===== src/rtl/vga_window_mapper.sv =====
// vga_window_mapper
//   Turns the VGA driver's next-pixel coordinates into a frame-buffer read
//   address for a movable, integer-scaled image window. Outside the window the
//   background colour is shown. The in-window flag is delayed to match the RAM
//   read latency, so pixel_out stays aligned with the buffer data.
//   The left/right buttons move the window horizontally. Position changes are
//   applied only during vertical blanking, so a frame never tears.
//
// Ports
//   clk       in   pixel clock, shared with the VGA driver and the RAM read port
//   rst       in   synchronous, active-high reset
//   posX      in   [11:0] next-pixel X
//   posY      in   [10:0] next-pixel Y (posY >= V_RES means vertical blanking)
//   mem_data  in   [DW-1:0] buffer RAM read data (RAM_LAT cycles after addr_out)
//   bntr      in   move-right button (asynchronous)
//   bntl      in   move-left button (asynchronous)
//   addr_out  out  [AW-1:0] buffer read address, {row, column}
//   pixel_out out  [DW-1:0] pixel to the VGA driver
//   in_window out  registered in-window flag, aligned with addr_out
//   off_x     out  [11:0] current window left edge
module vga_window_mapper #(
  parameter int              H_RES      = 1024,
  parameter int              V_RES      = 768,
  parameter int              CAM_X      = 256,
  parameter int              CAM_Y      = 256,
  parameter int              SCALE      = 1,
  parameter int              DW         = 3,
  parameter int              RAM_LAT    = 1,
  parameter logic [DW-1:0]   BG_COLOR   = '0,
  parameter int              INIT_OFF_X = 0,
  parameter int              OFF_Y      = 0,
  parameter int              STEP       = 64,
  localparam int             XW         = $clog2(CAM_X),
  localparam int             YW         = $clog2(CAM_Y),
  localparam int             AW         = XW + YW
) (
  input  logic          clk,
  input  logic          rst,
  input  logic [11:0]   posX,
  input  logic [10:0]   posY,
  input  logic [DW-1:0] mem_data,
  input  logic          bntr,
  input  logic          bntl,
  output logic [AW-1:0] addr_out,
  output logic [DW-1:0] pixel_out,
  output logic          in_window,
  output logic [11:0]   off_x
);

  localparam int WIN_W     = CAM_X << SCALE;
  localparam int WIN_H     = CAM_Y << SCALE;
  localparam int MAX_OFF_X = H_RES - WIN_W;

  localparam logic signed [12:0] WIN_W_S = 13'(WIN_W);
  localparam logic signed [11:0] WIN_H_S = 12'(WIN_H);

  // Pipeline and control state
  logic [AW-1:0]      addr_p1_q,   addr_p1_d;
  logic               win_p1_q,    win_p1_d;
  logic [RAM_LAT-1:0] win_dly_q,   win_dly_d;
  logic [DW-1:0]      pix_p2_q,    pix_p2_d;
  logic [11:0]        off_x_q,     off_x_d;
  logic [2:0]         sync_r_q,    sync_r_d;
  logic [2:0]         sync_l_q,    sync_l_d;
  logic               pend_r_q,    pend_r_d;
  logic               pend_l_q,    pend_l_d;

  // Combinational helpers
  logic signed [12:0] lx;
  logic signed [11:0] ly;
  logic [XW-1:0]      col_idx;
  logic [YW-1:0]      row_idx;
  logic               win_d;
  logic               rise_r, rise_l;
  logic               blank;
  logic [12:0]        off_sum;

  // Stage 1: window test and address generation from the current coordinates
  always_comb begin
    lx       = signed'({1'b0, posX}) - signed'({1'b0, off_x_q});
    ly       = signed'({1'b0, posY}) - 12'(OFF_Y);
    col_idx  = XW'(lx[11:0] >> SCALE);
    row_idx  = YW'(ly[10:0] >> SCALE);
    // The raster bounds are tested too, so out-of-range coordinates never map.
    win_p1_d = (lx >= 0) && (lx < WIN_W_S) && (ly >= 0) && (ly < WIN_H_S) &&
               (posX < 12'(H_RES)) && (posY < 11'(V_RES));
    addr_p1_d = win_p1_d ? {row_idx, col_idx} : '0;
  end

  // RAM latency: in-window flag travels alongside the outstanding read
  always_comb begin
    win_dly_d = (win_dly_q << 1) | RAM_LAT'(win_p1_q);
    win_d     = win_dly_q[RAM_LAT-1];
  end

  // Stage 2: choose buffer data or background
  always_comb begin
    pix_p2_d = win_d ? mem_data : BG_COLOR;
  end

  // Button handling and offset update
  always_comb begin
    // [0],[1] form the synchronizer; [2] holds the previous synchronized level.
    sync_r_d = {sync_r_q[1:0], bntr};
    sync_l_d = {sync_l_q[1:0], bntl};
    rise_r   = sync_r_q[1] & ~sync_r_q[2];
    rise_l   = sync_l_q[1] & ~sync_l_q[2];
    blank    = (posY >= 11'(V_RES));
    off_sum  = {1'b0, off_x_q} + 13'(STEP);

    off_x_d  = off_x_q;
    pend_r_d = pend_r_q | rise_r;
    pend_l_d = pend_l_q | rise_l;

    if (blank) begin
      case ({pend_r_q, pend_l_q})
        2'b10:   off_x_d = (off_sum > 13'(MAX_OFF_X)) ? 12'(MAX_OFF_X) : off_sum[11:0];
        2'b01:   off_x_d = (off_x_q < 12'(STEP)) ? 12'd0 : off_x_q - 12'(STEP);
        default: off_x_d = off_x_q;
      endcase
      // Requests are consumed here; an edge arriving this very cycle waits
      // for the next blanking period.
      pend_r_d = rise_r;
      pend_l_d = rise_l;
    end
  end

  always_ff @(posedge clk) begin
    if (rst) begin
      addr_p1_q <= '0;
      win_p1_q  <= 1'b0;
      win_dly_q <= '0;
      pix_p2_q  <= '0;
      off_x_q   <= 12'(INIT_OFF_X);
      sync_r_q  <= '0;
      sync_l_q  <= '0;
      pend_r_q  <= 1'b0;
      pend_l_q  <= 1'b0;
    end else begin
      addr_p1_q <= addr_p1_d;
      win_p1_q  <= win_p1_d;
      win_dly_q <= win_dly_d;
      pix_p2_q  <= pix_p2_d;
      off_x_q   <= off_x_d;
      sync_r_q  <= sync_r_d;
      sync_l_q  <= sync_l_d;
      pend_r_q  <= pend_r_d;
      pend_l_q  <= pend_l_d;
    end
  end

  assign addr_out  = addr_p1_q;
  assign in_window = win_p1_q;
  assign pixel_out = pix_p2_q;
  assign off_x     = off_x_q;

endmodule


===== config.mk =====
export PLATFORM = sky130hd
export DESIGN_NAME = vga_window_mapper
export DESIGN_NICKNAME = d
export VERILOG_FILES = /design/src/rtl/vga_window_mapper.sv
export SDC_FILE = /design/constraint.sdc
export NUM_CORES = 1
export LEC_CHECK = 0
export ABC_AREA = 1
export CORE_MARGIN = 3
export CORE_UTILIZATION = 45
export DETAILED_ROUTE_END_ITERATION = 16
export PLACE_DENSITY_LB_ADDON = 0.3
export REMOVE_ABC_BUFFERS = 1
export SETUP_SLACK_MARGIN = 0.2
export SYNTH_ARGS = -nofsm -noshare
export SYNTH_HDL_FRONTEND = slang
export SYNTH_SLANG_ARGS = --single-unit

===== constraint.sdc =====
create_clock -name clk -period 2.84 [get_ports clk]
set_input_delay 0.568 -clock clk [delete_from_list [all_inputs] [get_ports clk]]
set_output_delay 0.568 -clock clk [all_outputs]
set_load 0.1 [all_outputs]

Word-level counts from Yosys, hierarchy flattened
Cells that the tools add are included.
{"block": "word_totals", "register_bits": 41, "input_bits": 30, "wordCells": 45}
{"block": "op_classes", "add_sub_neg": 3, "order_cmp": 9, "eq_ne": 2, "n_mux": 5, "bitwise_logic": 8, "reduce_logical": 9}
{"operator": "$mux 12", "count": 2}
{"operator": "$pmux 12 s2", "count": 1}
{"operator": "$lt 11x10->1 const B", "count": 2}
{"operator": "$add 12x7->13 const B", "count": 1}
{"operator": "$ge 13x1->1 const B", "count": 1}
{"operator": "$gt 13x10->1 const B", "count": 1}
{"operator": "$lt 13x11->1 const B", "count": 1}
{"operator": "$sub 12x12->13", "count": 1}
{"operator": "$lt 12x11->1 const B", "count": 1}
{"operator": "$lt 12x7->1 const B", "count": 1}
{"operator": "$sub 12x7->12 const B", "count": 1}
{"operator": "$ge 11x1->1 const B", "count": 1}
{"operator": "$ge 11x10->1 const B", "count": 1}
{"operator": "$logic_and 1x1->1", "count": 5}
{"operator": "$not 1->1", "count": 4}
{"operator": "$reduce_or 2->1", "count": 2}
{"operator": "$and 1x1->1", "count": 2}
{"operator": "$eq 2x1->1 const B", "count": 1}
{"operator": "$eq 2x2->1 const B", "count": 1}
{"operator": "$mux 1", "count": 2}
{"operator": "$or 1x1->1", "count": 2}
{"operator": "$reduce_and 2->1", "count": 1}
{"operator": "$reduce_bool 2->1", "count": 1}

Depth between registers and ports, before layout
Gate-level depths: netlist (run 1).
{"block": "depth", "depth_word": 9, "depth_mapped": 15}

Worst setup path after synthesis (run 1)
Ideal clock, no wire load.
{"block": "synth_path", "path_kind": "register -> register", "from": "register off_x_q[8], in the netlist off_x[8]", "to": "register addr_p1_q[1], in the netlist addr_out[1]", "setup_time_ns": 0.061, "arrival_time_ns": 2.556, "setup_slack_ns": 0.223, "stages_incl_launch_ff": 14, "path_buffers": 2, "period_less_slack_ns": 2.617, "path_cell_list": "dfxtp_1 > buf_2 > inv_1 > ha_1 > nand2_1 > nand2_2 > a21oi_2 > nand2_1 > nand2_1 > nand2_1 > nor2_4 > nand3_4 > buf_12 > nor2_4"}
{"block": "synth_between", "elab_chain_cells": 9, "word_cells_on_any_way": 10}
{"element": "start: declaration", "line": "62", "source": "logic [11:0] off_x_q, off_x_d;"}
{"element": "start signal: assignment", "line": "134", "source": "off_x_q <= 12'(INIT_OFF_X);"}
{"element": "$sub 12x12->13 *", "line": "80", "source": "lx = signed'({1'b0, posX}) - signed'({1'b0, off_x_q});"}
{"element": "$ge 13x1->1 or $lt 13x11->1 (tied branches)", "line": "85", "source": "win_p1_d = (lx >= 0) && (lx < WIN_W_S) && (ly >= 0) && (ly < WIN_H_S) &&"}
{"element": "$logic_and 1x1->1 * (4 in series)", "line": "85"}
{"element": "$logic_and 1x1->1 *", "line": "86", "source": "(posX < 12'(H_RES)) && (posY < 11'(V_RES));"}
{"element": "$not 1->1 (no source line) *"}
{"element": "$reduce_or 2->1 (no source line) *"}
{"element": "end signal: assignment", "line": "140", "source": "addr_p1_q <= addr_p1_d;"}
{"element": "end: declaration", "line": "58", "source": "logic [AW-1:0] addr_p1_q, addr_p1_d;"}
Every way passes the cells marked *; elsewhere a longest branch is shown, timed or not.
A chain may end at the register's enable or synchronous reset.

Worst setup path in the final report (run 1)
{"block": "layout_path", "from": "input port posX[8]", "to": "register addr_p1_q[10], in the netlist addr_out[10]"}
{"block": "layout_between", "elab_chain_cells": 9, "word_cells_on_any_way": 11}
{"element": "start: declaration", "line": "39", "source": "input logic [11:0] posX,"}
{"element": "$sub 12x12->13", "line": "80"}
{"element": "$ge 13x1->1 or $lt 13x11->1 (tied branches)", "line": "85"}
{"element": "$logic_and 1x1->1 (3 in series)", "line": "85"}
{"element": "$logic_and 1x1->1 *", "line": "85"}
{"element": "$logic_and 1x1->1 *", "line": "86"}
{"element": "$not 1->1 (no source line) *"}
{"element": "$reduce_or 2->1 (no source line) *"}
Marks and branches as above.

==> results of run 1 <==
-- kinds of logic after synthesis --
| kind of cell | after synthesis | share of synthesized area |
|---|---|---|
| XOR/XNOR | 7 | 0.0337 |
| adder cells (fa/ha/maj) | 10 | 0.0687 |
| AND/OR/NAND/NOR | 114 | 0.307 |
| AO/OA/AOI/OAI | 19 | 0.0564 |
| other | 1 | 0.00206 |
| buffers and inverters | 61 | 0.148 |
| flip-flops | 35 | 0.385 |
-- metal layers --
| metal | wire [um] | part of all wire | GRT usage |
|---|---|---|---|
| met5 | 0 | 0 | 0 |
| met4 | 55 | 0.016 | 0.0586 |
| met3 | 297 | 0.088 | 0.0609 |
| met2 | 1610 | 0.48 | 0.246 |
| met1 | 1420 | 0.42 | 0.166 |
-- stage by stage --
| stage | hold WS [ns] | total power [uW] | utilization |
|---|---|---|---|
| CTS | 0.407 | 1210 | 0.637 |
| floorplan | 0.388 | 738 | - |
| finish | 0.406 | 1190 | 0.637 |
| global route | 0.419 | 1260 | 0.637 |
| global placement | 0.390 | 813 | 0.610 |
| detailed placement | 0.396 | 815 | 0.610 |
-- state kept, by name (all words and copies together) (netlist names) --
register,count
addr_out,16
win_d,1
off_x,6
in_window,1
sync_l_q,3
pixel_out,3
sync_r_q,3
pend_r_q,1
pend_l_q,1
-- power by group through the flow --
stage / Combinational (uW) / Sequential (uW) / Clock [uW]
after floorplan: 174 / 564 / 0
after global placement: 290 / 522 / 0
after detailed placement: 293 / 522 / 0
after CTS: 295 / 511 / 404
after global routing: 323 / 513 / 420
final: 293 / 511 / 388
-- critical path: cells and delay by family --
family	cells	cell delay (ns)
buffers and inverters	3	0.54
and+or+nand+nor	6	0.81
adders and majority gates	1	0.38
AOI/OAI and AO/OA	1	0.21
-- cells in the mapped netlist, drive strengths merged --
master / n
nor3: 4
xnor2: 4
buf: 8
nand2: 46
ha: 10
o31ai: 1
dfxtp: 35
inv: 52
a31oi: 1
a21oi: 10
or2: 1
nor2: 50
nand3b: 1
xor2: 3
conb: 1
o21ai: 7
nand3: 7
clkbuf: 1
nand4: 5
-- layout make-up --
type | count | area share
multi-input cells | 157 | 0.364
flip-flops and latches | 35 | 0.292
repair buffers | 54 | 0.197
inverters | 52 | 0.0813
clock buffers | 8 | 0.0417
well taps | 48 | 0.0250
-- worst min-delay path by stage --
stage | start | endpoint | slack (ns) | cells past startpoint
global route | sync_r_q[0]$_SDFF_PP0_ | sync_r_q[1]$_SDFF_PP0_ | 0.42 | 2
detailed placement | sync_l_q[0]$_SDFF_PP0_ | sync_l_q[1]$_SDFF_PP0_ | 0.40 | 2
CTS | sync_r_q[0]$_SDFF_PP0_ | sync_r_q[1]$_SDFF_PP0_ | 0.41 | 2
floorplan | sync_l_q[0]$_SDFF_PP0_ | sync_l_q[1]$_SDFF_PP0_ | 0.39 | 2
finish | sync_r_q[0]$_SDFF_PP0_ | sync_r_q[1]$_SDFF_PP0_ | 0.41 | 2
global placement | sync_r_q[0]$_SDFF_PP0_ | sync_r_q[1]$_SDFF_PP0_ | 0.39 | 2
-- cells in the final DEF (no fill, tap or decap), types with 3 or more instances in the layout --
master / instances
xnor2_1: 4
nor2_4: 10
nor3_1: 4
inv_1: 49
inv_2: 3
conb_1: 7
xor2_1: 3
dfxtp_1: 35
nor2_1: 40
buf_4: 27
nand2_2: 4
a21oi_1: 9
clkdlybuf4s50_1: 27
ha_1: 10
o21ai_0: 7
nand4_1: 5
clkbuf_8: 7
nand3_1: 6
nand2_1: 42
==> flow_metrics.tcl, run 1 <==
set metrics [dict create \
    ir_worst_vdd_mv 0.297 \
    nets 345 \
    cpMostUsedCell "nand2_1" \
    cts_buffer_depth 2 \
    routed_wl_um 3380 \
    final-setup-viol-count 0 \
    clkSlewWorstSetupHoldPaths_ns 0.06 \
    multi_input_area_um2 873 \
    p_int_uw 823 \
    ys_types 26 \
    netlist_instances 247 \
    cts-hold-fix-buffers 0 \
    max_clock_freq_ghz 0.437 \
    core_area_um2 3770 \
    pre_cts_ws_ns 0.275 \
    fin_ws_ns 0.551 \
    r2r_cells 11 \
    htreeDepth 2 \
    tns_ns 0 \
    antenna_found_initial 0 \
    critical-path-slowest-cell "clkdlybuf4s50_1" \
    worst_setup_path_start_kind "input port" \
    power_leakage_uw 0.00120 \
    crit_end "addr_out[10]$_SDFF_PP0_" \
    place_hpwl_um 2660 \
    dp.cells 346 \
    netSwitchingFraction 0.310 \
    path_max_fanout 17 \
    hold_violations 0 \
    skew_ns 0.00654 \
    r2r-start "off_x[8]$_SDFFE_PP0P_" \
    synth_area_um2 1820 \
    ff_latch_area_um2 701 \
    vias_per_cell 4.41 \
    post-route-min-period_ns 2.29 \
    slew_viol_final 0 \
    r2r_setup_slack_ns 0.65 \
    die_y_um 69.6 \
    ys_seq_area_frac 0.385 \
    clockPowerShare 0.325 \
    insertion_delay_ns 0.29 \
    max-cap-violations 0 \
    timing.rr.end "addr_out[10]$_SDFF_PP0_" \
    gp_congestion 0.856 \
    clock-sinks 35 \
    grt_remaining_overflow 0 \
    wl_per_cell_um 9.55 \
    worst-endpoint-required_ns 3.05 \
    fin_crit_sh 0.806 \
    avgSynthCellArea_um2 7.37 \
    row_count 22 \
    start_util 0.483 \
    rsz0062_at_grt "no" \
    combPwrFrac 0.246 \
    critPathCaptureType "flop" \
    dr.pass1.iters 4 \
    cts_buffers 5 \
    path_cells "clkdlybuf4s50_1 > ha_1 > nand2_1 > inv_1 > a21oi_1 > nand3_1 > nand2_1 > nand2_1 > inv_2 > nand3_4 > nor2_1" \
    startpoint "posX[8]" \
    status "finished, final reports clean" \
    synthToLayoutAreaGrowth_pct 32.0 \
    post-cts-setup-buffers 0 \
    seqPwrFrac 0.429 \
    grt_use_total 0.147 \
    grt_pass1_vias 1389 \
    ys_top_cells_by_area "dfxtp_1 (38%), inv_1 (10%), nand2_1 (8.7%)" \
    pwr_density_cell_nw_per_um2 496 \
    cts-root-buf "clkbuf_8" \
    die_area_um2 4840 \
    diodes 0 \
    portBuffers 53 \
    stdcell_count 354 \
    synth-seq-cells 35 \
    fin_area_um2 2400 \
    grt_max_degree 18 \
    yosys_warnings 0 \
    synth.top_cell.area_share 0.385 \
    drt_iter0_markers 50 \
    drive_above_1_share 0.176 \
    fill_cells 344 \
    cts_tree "built" \
    yosysTopAreaCell "dfxtp_1" \
    critical_path_class "in2reg" \
    dieWidth_um 69.6 \
    slowest_delay_ns 0.42 \
    arrival_ns 2.50 \
    post_cts_resized 0 \
    power_switching_uw 369 \
    ant_nets 0 \
    dr_total_vias 1562 \
    placed_cell_area_um2 2300 \
    drc 0 \
    io_pins 62 \
    min_path_type "reg2reg" \
    grt_pass1_wl_um 5770 \
]
Power figures use the tool's default switching activity.
==> inputs of run 2 (changes only) <==
CORE_UTILIZATION = 41   (was 45)
clock period = 1.85 ns   (was 2.84 ns; I/O delays follow)
==> run 2 against run 1 <==
  * Combinational power rose by 100%
  * Final cell count rose by 6.5%
  * Largest cell class unchanged
  * Wire length rose by 20%
  * Final area rose by 18%
  * Register-to-register slack got worse by 0.51 ns
  * Setup slack got worse by 0.41 ns
  * Largest power group unchanged
  * Clock power rose by 41%
  * First-iteration DRC count rose by 4.0%
  * Utilization rose by 4.8 points
  * Worst hold slack got worse by 0.0018 ns
  * Die area rose by 8.9%
  * Flip-flop and latch count did not move
==> flow_metrics.tcl, run 2 (same netlist as run 1, synthesis figures left out) <==
set metrics [dict create \
    status "finished, final reports clean" \
    core_area_um2 4140 \
    worst-endpoint-required_ns 2.08 \
    slowest_delay_ns 0.34 \
    grt_pass1_vias 1676 \
    critical-path-slowest-cell "dfxtp_2" \
    dr.pass1.iters 4 \
    die_area_um2 5280 \
    nets 366 \
    synthToLayoutAreaGrowth_pct 55.9 \
    clock-sinks 35 \
    path_max_fanout 5 \
    tns_ns 0 \
    row_count 23 \
    grt_use_total 0.168 \
    final-setup-viol-count 0 \
    holdWs_ns 0.404 \
    min_path_type "reg2reg" \
    cts-hold-fix-buffers 0 \
    max_clock_freq_ghz 0.586 \
    grt_pass1_wl_um 6930 \
    hold_violations 0 \
    final_cell_mix "inv_1 (43), buf_4 (37), nand2_1 (35)" \
    drive_above_1_share 0.324 \
    grt_max_degree 12 \
    final_common_cell "inv_1" \
    clkSlewWorstSetupHoldPaths_ns 0.08 \
    cts-root-buf "clkbuf_8" \
    antenna_found_initial 0 \
    portBuffers 53 \
    pwr_density_cell_nw_per_um2 674 \
    place_hpwl_um 2930 \
    worst_setup_path_start_kind "flop" \
    critPathCaptureType "flop" \
    io_pins 62 \
    die_y_um 72.6 \
    htreeDepth 2 \
    power_leakage_uw 0.00137 \
    start_util 0.439 \
    rsz0062_at_grt "yes" \
    path_cells "inv_2 > ha_4 > nand2_4 > nand2_4 > a21oi_4 > nand2_1 > nand2_1 > nand2_2 > nor2_4 > nand3_4 > buf_16 > nor2_4" \
    slew_viol_final 0 \
    dieWidth_um 72.6 \
    max-cap-violations 0 \
    largest_reg_flops 16 \
    ir_worst_vdd_mv 0.302 \
    dr_total_vias 1702 \
    diodes 0 \
    r2r_setup_slack_ns 0.14 \
    cts_tree "built" \
    insertion_delay_ns 0.29 \
    fin_crit_sh 0.923 \
    cts_buffers 5 \
    arrival_ns 1.94 \
    skew_ns 0.0111 \
    gp_congestion 0.871 \
    fill_cells 337 \
    routed_wl_um 4050 \
    cts_buffer_depth 2 \
    ant_nets 0 \
    drt_iter0_markers 52 \
    drc 0 \
    critical_path_class "reg2reg" \
    wl_per_cell_um 10.8 \
    grt_remaining_overflow 0 \
    post-route-min-period_ns 1.71 \
    vias_per_cell 4.51 \
]
run 2: cell types whose count changed in the layout (fill, tap and decap cells not counted), moves of 6 or more:
cell     delta
buf_12     +10
buf_4      +10
nand2_1     -7
inv_1       -6
nor2_1      -6
run 2: power by group:
part           switching (uW)  total [uW]  leakage (uW)  internal [uW]
clock                     283         546     0.0000412            263
sequential               9.15         780      0.000286            771
combinational             353         587       0.00105            234
total                     645        1910       0.00137           1270
run 2: area by class of cell:
cell class	count	area, um^2	area share
clock inverter	2	12.5	0.00441
inverter	52	200	0.0705
timing repair buffer	75	769	0.271
sequential	35	707	0.249
multi-input combinational	157	1010	0.357
clock buffer	6	72.6	0.0256
tap	50	62.6	0.0220
run 2: worst max-delay path, delay by kind of cell, from the launching register on:
kind                     cells  cell delay [ns]
AND/OR/NAND/NOR              8             0.67
flip-flops                   1             0.34
adder cells (fa/ha/maj)      1             0.23
buffers and inverters        2             0.23
AO/OA/AOI/OAI                1             0.15
run 2: routing by layer:
| metal | vias up | GRT usage | routed length (um) |
|---|---|---|---|
| li1 | 888 | - | - |
| met1 | 751 | 0.182 | 1570 |
| met2 | 57 | 0.308 | 2120 |
| met3 | 6 | 0.0496 | 302 |
| met4 | 0 | 0.0553 | 61 |
| met5 | - | 0 | 0 |
run 2: through the flow:
stage	cells	cell area (um^2)	util	setup WS, ns	power (uW)
2_1_floorplan	244	1770	-	-0.803	1130
3_3_place_gp	366	2560	0.619	-0.309	1310
3_5_place_dp	366	2560	0.619	-0.343	1310
4_1_cts	376	2790	0.674	0.176	1900
5_1_grt	377	2840	0.685	0.0417	2010
6_report	377	2840	0.685	0.143	1910
run 2: repair_timing:
| action | CTS | global route |
|---|---|---|
| buffers inserted | 1 | 1 |
| gates cloned | 1 | 0 |
| resized for setup | 34 | 14 |
| endpoints found under the setup margin | 17 | 21 |
| pin swaps | 9 | 8 |
run 2: worst paths after layout:
path                                from  depth (start not counted)                endpoint
setup / recovery   off_x[8]$_SDFFE_PP0P_                         12  addr_out[1]$_SDFF_PP0_
hold reg to reg   sync_l_q[0]$_SDFF_PP0_                          2  sync_l_q[1]$_SDFF_PP0_
setup reg to reg   off_x[8]$_SDFFE_PP0P_                         12  addr_out[1]$_SDFF_PP0_
hold / removal    sync_l_q[0]$_SDFF_PP0_                          2  sync_l_q[1]$_SDFF_PP0_
==> inputs of run 3 (changes only) <==
CORE_UTILIZATION = 23   (was 41)
HOLD_SLACK_MARGIN = 0.02   (was not set)
==> run 3 against run 2 <==
  * Flip-flop and latch count stayed put
  * Utilization is 29 points lower
  * Non-clock buffer count is 2 higher
  * Global-route usage is 6.8 points lower
  * Via count is 2.4% lower
  * Clock power is 4.8% lower
  * Final cell count is 14% higher
==> flow_metrics.tcl, run 3 (same netlist as run 1, synthesis figures left out) <==
set metrics [dict create \
    place_hpwl_um 3220 \
    io_pins 62 \
    final_common_cell "inv_1" \
    grt_max_degree 11 \
    skew_ns 0.00632 \
    portBuffers 53 \
    grt_pass1_vias 1634 \
    power_leakage_uw 0.00138 \
    nets 368 \
    ir_worst_vdd_mv 0.282 \
    drive_above_1_share 0.350 \
    arrival_ns 1.94 \
    hold_violations 0 \
    final-setup-viol-count 0 \
    worst_setup_path_start_kind "flop" \
    ant_nets 0 \
    slew_viol_final 0 \
    drc 0 \
    use_met2 0.183 \
    die_area_um2 9020 \
    max_clock_freq_ghz 0.582 \
    insertion_delay_ns 0.28 \
    clkSlewWorstSetupHoldPaths_ns 0.07 \
    pwr_density_cell_nw_per_um2 644 \
    drt_iter0_markers 31 \
    top_usage_layer "met2" \
    tns_ns 0 \
    dieWidth_um 95.0 \
    cts-hold-fix-buffers 0 \
    start_util 0.244 \
    path_max_fanout 7 \
    gp_congestion 0.860 \
    min_path_type "reg2reg" \
    vias_per_cell 3.88 \
    cts_buffers 5 \
    diodes 0 \
    fin_crit_sh 0.929 \
    fill_cells 776 \
    holdWs_ns 0.407 \
    grt_pass1_wl_um 7000 \
    critPathCaptureType "flop" \
    status "finished, final reports clean" \
    cts_buffer_depth 2 \
    routed_wl_um 4220 \
    grt_use_met3 0.0287 \
    cts-root-buf "clkbuf_8" \
    wl_per_cell_um 9.85 \
    max-cap-violations 0 \
    final_cell_mix "inv_1 (42), buf_4 (37), nand2_1 (33)" \
    post-route-min-period_ns 1.72 \
    r2r_setup_slack_ns 0.13 \
    synthToLayoutAreaGrowth_pct 61.8 \
    core_area_um2 7450 \
    clock-sinks 35 \
    dr_total_vias 1662 \
    grt_remaining_overflow 0 \
    die_y_um 95.0 \
    dr.pass1.iters 4 \
    row_count 31 \
    critical_path_class "reg2reg" \
    use_met1 0.112 \
    worst-endpoint-required_ns 2.07 \
    grt_use_total 0.100 \
    antenna_found_initial 0 \
    htreeDepth 2 \
    rsz0062_at_grt "yes" \
    cts_tree "built" \
    largest_reg_flops 16 \
]
run 3: per-stage QoR:
stage	cells	util	instance area, um^2	power [uW]	worst slack, ns
2_1_floorplan	244	-	1770	1130	-0.803
3_5_place_dp	415	0.354	2640	1320	-0.327
6_report	428	0.395	2950	1900	0.131
4_1_cts	426	0.384	2860	1900	0.139
3_3_place_gp	415	0.354	2640	1310	-0.318
5_1_grt	428	0.395	2950	2020	0.0499
run 3: where the power goes:
| part | internal, uW | total [uW] | switching [uW] | leakage, uW |
|---|---|---|---|---|
| Clock | 264 | 520 | 256 | 0.0000422 |
| Combinational | 243 | 596 | 353 | 0.00105 |
| Sequential | 771 | 781 | 10.4 | 0.000285 |
| Total | 1280 | 1900 | 619 | 0.00138 |
run 3: final cells by class:
cell class	count	area (um^2)	area share
tap	99	124	0.0421
clock inverter	1	5.00	0.00170
inverter	52	205	0.0697
clock buffer	7	76.3	0.0259
timing repair buffer	77	801	0.272
multi-input combinational	157	1030	0.349
sequential	35	706	0.240
run 3: worst paths after layout:
path                           from                      to  cells after the start
max reg2reg   off_x[8]$_SDFFE_PP0P_  addr_out[2]$_SDFF_PP0_                     12
min          sync_l_q[0]$_SDFF_PP0_  sync_l_q[1]$_SDFF_PP0_                      2
max           off_x[8]$_SDFFE_PP0P_  addr_out[2]$_SDFF_PP0_                     12
min reg2reg  sync_l_q[0]$_SDFF_PP0_  sync_l_q[1]$_SDFF_PP0_                      2
run 3: critical path, cell delays in order (launching register included):
cell and delay [ns]:
dfxtp_2 0.36, inv_4 0.05, ha_4 0.29, nand2_2 0.05
nand2_2 0.09, a21oi_2 0.07, buf_4 0.13, nand3_2 0.05
nand2_2 0.07, nor2_4 0.12, nand3_4 0.13, buf_16 0.18
nor2_4 0.09
run 3: timing repair:
action / CTS / global route
cloned: 1 / 0
endpoints found under the setup margin: 17 / 22
hold endpoints to repair: 0 / 0
gates resized for setup: 33 / 24
buffers inserted: 2 / 2
pin swaps: 11 / 19
run 3: per-layer routing:
layer | routed length [um] | up-vias | part of all wire
li1 | - | 890 | -
met1 | 1780 | 729 | 0.42
met2 | 2130 | 39 | 0.50
met3 | 277 | 4 | 0.066
met4 | 35 | 0 | 0.0083
met5 | 0 | - | 0
